$ cat config.mk
export PLATFORM = sky130hd
export DESIGN_NAME = divide_unit
export DESIGN_NICKNAME = d
export VERILOG_FILES = /design/src/rtl/divide_unit.sv
export SDC_FILE = /design/constraint.sdc
export NUM_CORES = 1
export LEC_CHECK = 0
export ABC_AREA = 1
export CORE_UTILIZATION = 52
export CTS_CLUSTER_DIAMETER = 60
export DETAILED_ROUTE_END_ITERATION = 7
export PLACE_DENSITY = 0.77
export SLEW_MARGIN = 20
export SYNTH_ARGS = -nofsm -noshare
export SYNTH_HDL_FRONTEND = slang
export SYNTH_SLANG_ARGS = --single-unit
$ cat constraint.sdc
create_clock -name clock -period 11.6 [get_ports clock]
set_input_delay 2.32 -clock clock [delete_from_list [all_inputs] [get_ports clock]]
set_output_delay 2.32 -clock clock [all_outputs]
set_load 0.01 [all_outputs]
$ cat src/rtl/divide_unit.sv
// divide_unit: multi-cycle restoring divider for the RV32M DIV/DIVU/REM/REMU
// instructions. The result is delivered through a register-file write port
// that is separate from the main pipeline's port.
//
// Ports:
//   clock, reset   rising-edge clock, asynchronous active-high reset
//   start          request a divide; accepted only while busy is low
//   funct          00 DIV, 01 DIVU, 10 REM, 11 REMU
//   dividend       rs1 value
//   divisor        rs2 value
//   destination    rd
//   cancel         pipeline flush; abandons any operation at the next edge
//   busy           high from acceptance until the result cycle ends
//   write_address  rd during the result cycle, otherwise 0 (0 means no write)
//   write_value    result; meaningful only when write_address != 0
//   fsm_state      current controller state (IDLE=0, DIVIDE=1, DONE=2)
//
// Handshake: start is a request qualified by busy. A request is taken at the
// rising edge where start=1, cancel=0 and busy=0. Any other start is dropped.
// The result is presented for exactly one cycle, and write_address is the
// valid qualifier for write_value.

module divide_unit #(
    parameter int XLEN       = 32,
    parameter int ADDR_WIDTH = 5
) (
    input  logic                  clock,
    input  logic                  reset,
    input  logic                  start,
    input  logic [1:0]            funct,
    input  logic [XLEN-1:0]       dividend,
    input  logic [XLEN-1:0]       divisor,
    input  logic [ADDR_WIDTH-1:0] destination,
    input  logic                  cancel,
    output logic                  busy,
    output logic [ADDR_WIDTH-1:0] write_address,
    output logic [XLEN-1:0]       write_value,
    output logic [1:0]            fsm_state
);

    localparam int CW = $clog2(XLEN);
    localparam logic [XLEN-1:0] MIN_INT = {1'b1, {(XLEN-1){1'b0}}};

    typedef enum logic [1:0] {
        IDLE   = 2'd0,
        DIVIDE = 2'd1,
        DONE   = 2'd2
    } state_t;

    state_t                state;
    logic [CW-1:0]         count;
    logic                  rem_sel_q;   // 1: remainder wanted, 0: quotient
    logic [ADDR_WIDTH-1:0] rd_q;
    logic [XLEN-1:0]       quo_q;       // dividend magnitude shifting out, quotient bits shifting in
    logic [XLEN-1:0]       rem_q;       // partial remainder
    logic [XLEN-1:0]       div_q;       // divisor magnitude
    logic                  q_neg_q;
    logic                  r_neg_q;
    logic [XLEN-1:0]       result_q;

    // Operand preparation at acceptance.
    logic            is_signed;
    logic            a_neg;
    logic            b_neg;
    logic [XLEN-1:0] a_mag;
    logic [XLEN-1:0] b_mag;
    logic            div_zero;
    logic            overflow;
    logic [XLEN-1:0] special_result;

    always_comb begin
        is_signed = ~funct[0];
        a_neg     = is_signed & dividend[XLEN-1];
        b_neg     = is_signed & divisor[XLEN-1];
        a_mag     = a_neg ? (~dividend + 1'b1) : dividend;
        b_mag     = b_neg ? (~divisor + 1'b1) : divisor;
        div_zero  = (divisor == '0);
        overflow  = is_signed && (dividend == MIN_INT) && (divisor == '1);
        if (div_zero)
            special_result = funct[1] ? dividend : '1;
        else
            special_result = funct[1] ? '0 : dividend;
    end

    // One restoring step: shift the next dividend bit into the remainder and
    // keep the subtraction only if it did not go negative.
    logic [XLEN:0]   shifted;
    logic [XLEN:0]   diff;
    logic            take;
    logic [XLEN-1:0] next_rem;
    logic [XLEN-1:0] next_quo;
    logic [XLEN-1:0] q_fix;
    logic [XLEN-1:0] r_fix;

    always_comb begin
        shifted  = {rem_q, quo_q[XLEN-1]};
        diff     = shifted - {1'b0, div_q};
        take     = ~diff[XLEN];
        next_rem = take ? diff[XLEN-1:0] : shifted[XLEN-1:0];
        next_quo = {quo_q[XLEN-2:0], take};
        q_fix    = q_neg_q ? (~next_quo + 1'b1) : next_quo;
        r_fix    = r_neg_q ? (~next_rem + 1'b1) : next_rem;
    end

    always_ff @(posedge clock or posedge reset) begin
        if (reset) begin
            state     <= IDLE;
            count     <= '0;
            rem_sel_q <= 1'b0;
            rd_q      <= '0;
            quo_q     <= '0;
            rem_q     <= '0;
            div_q     <= '0;
            q_neg_q   <= 1'b0;
            r_neg_q   <= 1'b0;
            result_q  <= '0;
        end else if (cancel) begin
            state <= IDLE;
        end else begin
            case (state)
                IDLE: begin
                    if (start) begin
                        rem_sel_q <= funct[1];
                        rd_q      <= destination;
                        if (div_zero || overflow) begin
                            result_q <= special_result;
                            state    <= DONE;
                        end else begin
                            quo_q   <= a_mag;
                            rem_q   <= '0;
                            div_q   <= b_mag;
                            q_neg_q <= a_neg ^ b_neg;
                            r_neg_q <= a_neg;
                            count   <= CW'(XLEN - 1);
                            state   <= DIVIDE;
                        end
                    end
                end
                DIVIDE: begin
                    quo_q <= next_quo;
                    rem_q <= next_rem;
                    count <= count - CW'(1);
                    if (count == '0) begin
                        result_q <= rem_sel_q ? r_fix : q_fix;
                        state    <= DONE;
                    end
                end
                DONE: begin
                    state <= IDLE;
                end
                default: begin
                    state <= IDLE;
                end
            endcase
        end
    end

    assign busy          = (state != IDLE);
    // cancel during the result cycle must kill the write in that same cycle.
    assign write_address = (state == DONE && !cancel) ? rd_q : '0;
    assign write_value   = result_q;
    assign fsm_state     = state;

endmodule

# ---- Word-level counts from Yosys, hierarchy flattened
# Cells that the tools add are included.
dict set report op_classes {
  addsub 6
  n_eq_ne 10
  muxes 28
  bitwise_logic 11
  reduce_logical 15
}
# op n
set op_table {}
lappend op_table {{$mux W32} 16}
lappend op_table {{$pmux W32 S2} 3}
lappend op_table {{$add A32 B1 Y32 const B} 4}
lappend op_table {{$not A32 Y32} 4}
lappend op_table {{$eq A32 B32 Y1 const B} 2}
lappend op_table {{$sub A33 B32 Y33} 1}
lappend op_table {{$logic_not A32 Y1} 1}
lappend op_table {{$mux W5} 3}
lappend op_table {{$pmux W5 S2} 1}
lappend op_table {{$mux W2} 4}
lappend op_table {{$ne A2 B2 Y1 const B} 4}
lappend op_table {{$reduce_and A4 Y1} 2}
lappend op_table {{$ne A3 B3 Y1 const B} 2}
lappend op_table {{$logic_not A5 Y1} 1}
lappend op_table {{$reduce_and A5 Y1} 1}
lappend op_table {{$sub A5 B1 Y5 const B} 1}
lappend op_table {{$not A1 Y1} 4}
lappend op_table {{$pmux W2 S2} 1}
lappend op_table {{$reduce_bool A2 Y1} 2}
lappend op_table {{$logic_and A1 B1 Y1} 3}
lappend op_table {{$reduce_and A3 Y1} 1}
lappend op_table {{$and A1 B1 Y1} 2}
lappend op_table {{$eq A2 B1 Y1 const B} 1}
lappend op_table {{$eq A2 B2 Y1 const B} 1}
lappend op_table {{other kinds (5)} 5}
dict set report totals {
  regBits 143
  input_bits 75
  output_inout_bits 40
  elab_cells 80
}

# ---- Depth between registers and ports, before layout
dict set report logic_depth {
  depth_word 8
  mapped_depth 35
  mapped_depth_nobuf 34
}

# ---- Worst setup path before layout
# No wires, ideal clock.
dict set report synth_path {
  path_kind {input to output}
  startpoint {in cancel}
  endpoint {out write_address[0]}
  arrival_time_ns 2.694
  path_slack_ns 6.586
  stages 3
  path_buffers 0
  path_cell_list {inv_1 > nand3_1 > nor2_1}
}
dict set report synth_between {
  elab_chain_len 3
}
# element line
set synth_rtl {}
lappend synth_rtl {{start: declaration} 34} ;# input logic cancel,
lappend synth_rtl {{$logic_not A1 Y1} 160} ;# assign write_address = (state == DONE && !cancel) ? rd_q : '0;
lappend synth_rtl {{$logic_and A1 B1 Y1} 160}
lappend synth_rtl {{$mux W5} 160}
lappend synth_rtl {{end: declaration} 36} ;# output logic [ADDR_WIDTH-1:0] write_address,
# No other way between the ends.

# ---- Final worst setup path
dict set report layout_path {
  startpoint {in dividend[0]}
  endpoint {reg div_q[1]}
}
dict set report layout_between {
  elab_chain_len 6
}
# element line
set layout_rtl {}
lappend layout_rtl {{start: declaration} 31} ;# input logic [XLEN-1:0] dividend,
lappend layout_rtl {{$eq A32 B32 Y1} 78} ;# overflow = is_signed && (dividend == MIN_INT) && (divisor == '1);
lappend layout_rtl {{$logic_and A1 B1 Y1 (2 in series)} 78}
lappend layout_rtl {{$logic_or A1 B1 Y1} 125} ;# if (div_zero || overflow) begin
lappend layout_rtl {{$not A1 Y1 (no source line)} n/a}
lappend layout_rtl {{$reduce_and A4 Y1 (no source line)} n/a}
lappend layout_rtl {{end signal: assignment} 131} ;# div_q <= b_mag;
lappend layout_rtl {{end: declaration} 56} ;# logic [XLEN-1:0] div_q;
# No other way between the ends.
# A chain may end at the register's enable or synchronous reset.

==> flow_summary_export.csv <==
group,metric,value,unit
cells_and_area,mostFrequentLayoutCells,"nand2_1 (677), inv_1 (299), o21ai_0 (230)",
cells_and_area,fill_cells,2512,
cells_and_area,fin_nets,2385,
die,die_h,162.0,um
synth,yosysWarnings,0,
die,core,25110,um2
global_routing,grt_max_degree,89,
die,row_count,58,
worst_setup_path,cp_data_required_time,11.93,ns
worst_setup_path,cp.arrival,6.78,ns
placed_design,port_buffers,114,
synth,syn_inst,2209,
synth,syn_nets,2324,
worst_setup_path,end_kind,"flip-flop",
cts,h-tree-depth,4,
cts,cts_hold_buf,0,
synth,syn_area_per_cell,6.025,um2
worst_setup_path,cp-start-kind,"input pin",
cells_and_area,drive_gt1_share,5.388,%
sta,fin_crit,6.454,ns
cts,clock_latency,0.45,ns
run,drv_cap,0,
cts,cts_num_sinks,143,
sta,fin_tns_setup,0,ns
cells_and_area,n_antenna_cell,0,
sta,setup_viol,0,
worst_setup_path,crit_fanout,64,
global_routing,antenna_found_initial,0,
synth,synth-seq-cells,143,
synth,async_reset_ff_share,100.0,%
sta,rsz0062_at_grt,"false",
min_path,min-delay-start,"write_value[2]",
sta,slew_violations,0,
drt,drc,2,
placed_design,place_congestion,0.9929,
sta,fmax,0.1549,GHz
sta,tightest_slew,1.071,ns
sta,hold_violations,0,
placed_design,place_area,14590,um2
outcome,status,"complete, but fails checks",
die,die_area,26240,um2
cts,tritoncts,"built",
drt,top_layer,"met4",
sta,maxSlewHeadroom,28.41,%
drt,drt_first_pass_iters,8,
cells_and_area,seqCellArea,3578,um2
global_routing,grt_pass1_vias,13571,
synth,synthFlopType,"dfrtp_1",
synth,seq_area_frac_synth,26.89,%
cts,path_clk_slew,0.07,ns
die,die_w,162.0,um
cells_and_area,multi_input_area,8210,um2
drt,drtIter0Drc,1752,
die,initial_core_util,53.00,%
cells_and_area,layout_commonest_cell,"nand2_1",
global_routing,grt_overflow,0,
cts,cts.path.max_buffers,2,
worst_setup_path,cp-startpoint,"dividend[0]",
drt,avgViaCountPerCell,5.705,
drt,vias,14906,
drt,wire_per_inst,17.69,um
min_path,holdCritPathClass,"flip-flop to flip-flop",
cts,cts_root_buf,"clkbuf_16",
placed_design,hpwlAfterDp,35.49,mm
outcome,violations,"design-rule violations",
sta,holdWs,0.4823,ns
cts,ctsResizeCount,0,
cells_and_area,final_util,60.56,%
global_routing,grt_pass1_wl,72.79,mm
cts,numCtsBuffers,17,
global_routing,track_usage,35.93,%
synth,netlist_area,13310,um2
drt,met2WireLength,19.83,mm
cells_and_area,finalInstanceArea,15210,um2
cells_and_area,syn_to_final_growth,14.25,%
worst_setup_path,criticalPathCategory,"input pin to flip-flop",
synth,ys_types,52,
drt,ant_nets,0,
drt,dr_wl_met3,4.697,mm
worst_setup_path,reg2reg_from,"div_q[0]",
die,io_pins,115,
cts,postCtsSetupRepairBufs,0,
drt,wl_met1,20.48,mm
sta,clock_skew,0.01507,ns
sta,finalCritPeriodShare,55.64,%
synth,synth-edff-count,0,
drt,routed_wl,46.23,mm
-- synthesized netlist by cell type, drive strengths merged, types with 2 or more instances --
cell / instances / share of area, %
nand2: 713 / 21
inv: 309 / 8.7
dfrtp: 143 / 27
ha: 39 / 3.7
and2: 3 / 0.14
clkbuf: 63 / 1.8
or2: 3 / 0.14
o211ai: 8 / 0.49
a21oi: 109 / 4.2
nand3b: 6 / 0.34
xor2: 38 / 2.5
o31ai: 4 / 0.23
a31oi: 6 / 0.28
and3: 3 / 0.14
nor4: 9 / 0.42
or3: 2 / 0.094
nand3: 173 / 6.7
xnor2: 9 / 0.59
nor3: 41 / 1.8
o21a: 4 / 0.23
o21bai: 5 / 0.28
nand4: 28 / 1.3
o221ai: 2 / 0.13
buf: 20 / 1.0
nor2: 183 / 5.4
o22ai: 24 / 1.1
o21ai: 251 / 9.5
o32ai: 3 / 0.20
-- stage by stage --
step | worst slack [ns] | instances
floorplan | 5.442 | 2209
global placement | 4.954 | 2581
detailed placement | 4.762 | 2581
CTS | 5.222 | 2613
global route | 4.683 | 2613
finish | 5.146 | 2613
-- worst paths after layout --
check / to / slack (ns) / cells past startpoint
min: write_value[2] / 0.48 / 2
max: div_q[1] / 5.15 / 20
max in group asynchronous: quo_q[25] / 7.92 / 3
min in group asynchronous: div_q[15] / 2.40 / 2
max reg2reg: write_value[30] / 6.60 / 33
min reg2reg: write_value[2] / 0.48 / 2
-- area by class of cell --
cell class / instances / share of cell area (%)
Clock buffer: 17 / 2.798
Tap cell: 330 / 2.715
Timing Repair Buffer: 125 / 8.047
Inverter: 310 / 7.685
Multi-Input combinational cell: 1673 / 53.99
Sequential cell: 143 / 23.53
Clock inverter: 15 / 1.226
-- registers in the layout (all words and copies together), names as in the netlist, 2 cells and up --
register and flops:
rd_q 5, quo_q 32, rem_q 32, fsm_state 2
count 5, div_q 32, write_value 32
-- worst max-delay path, stage by stage --
cell             delay [ns]
clkdlybuf4s50_1        0.43
inv_1                  0.11
ha_1                   0.17
inv_1                  0.06
nor3_2                 0.14
nand3_1                0.17
nor3_2                 0.23
nand4_1                0.20
nor4_1                 0.23
nand3_1                0.10
nand2_1                0.07
nand2_1                0.05
nand3_1                0.07
buf_4                  0.32
inv_2                  0.31
buf_4                  0.37
nand2_2                0.77
inv_1                  0.33
o211ai_1               0.17
o21ai_0                0.11
-- per-layer routing --
layer / vias to the layer above / GRT usage [%]
li1: 7252 / -
met1: 6812 / 52.10
met2: 750 / 53.80
met3: 92 / 6.946
met4: 0 / 10.68
met5: - / 0
-- cells by family (layout without fill, tap and decap cells) --
family / Yosys count / count (layout) / share of synthesized area [%]
AO/OA/AOI/OAI: 421 / 421 / 16.97
XOR/XNOR: 47 / 47 / 3.093
adder cells (fa/ha/maj): 40 / 40 / 3.817
buffers and inverters: 393 / 467 / 11.52
flip-flops: 143 / 143 / 26.89
AND/OR/NAND/NOR: 1165 / 1165 / 37.72
Power is not shown: default switching activity piles up to over one toggle a cycle in this logic, so the estimate is an artifact.
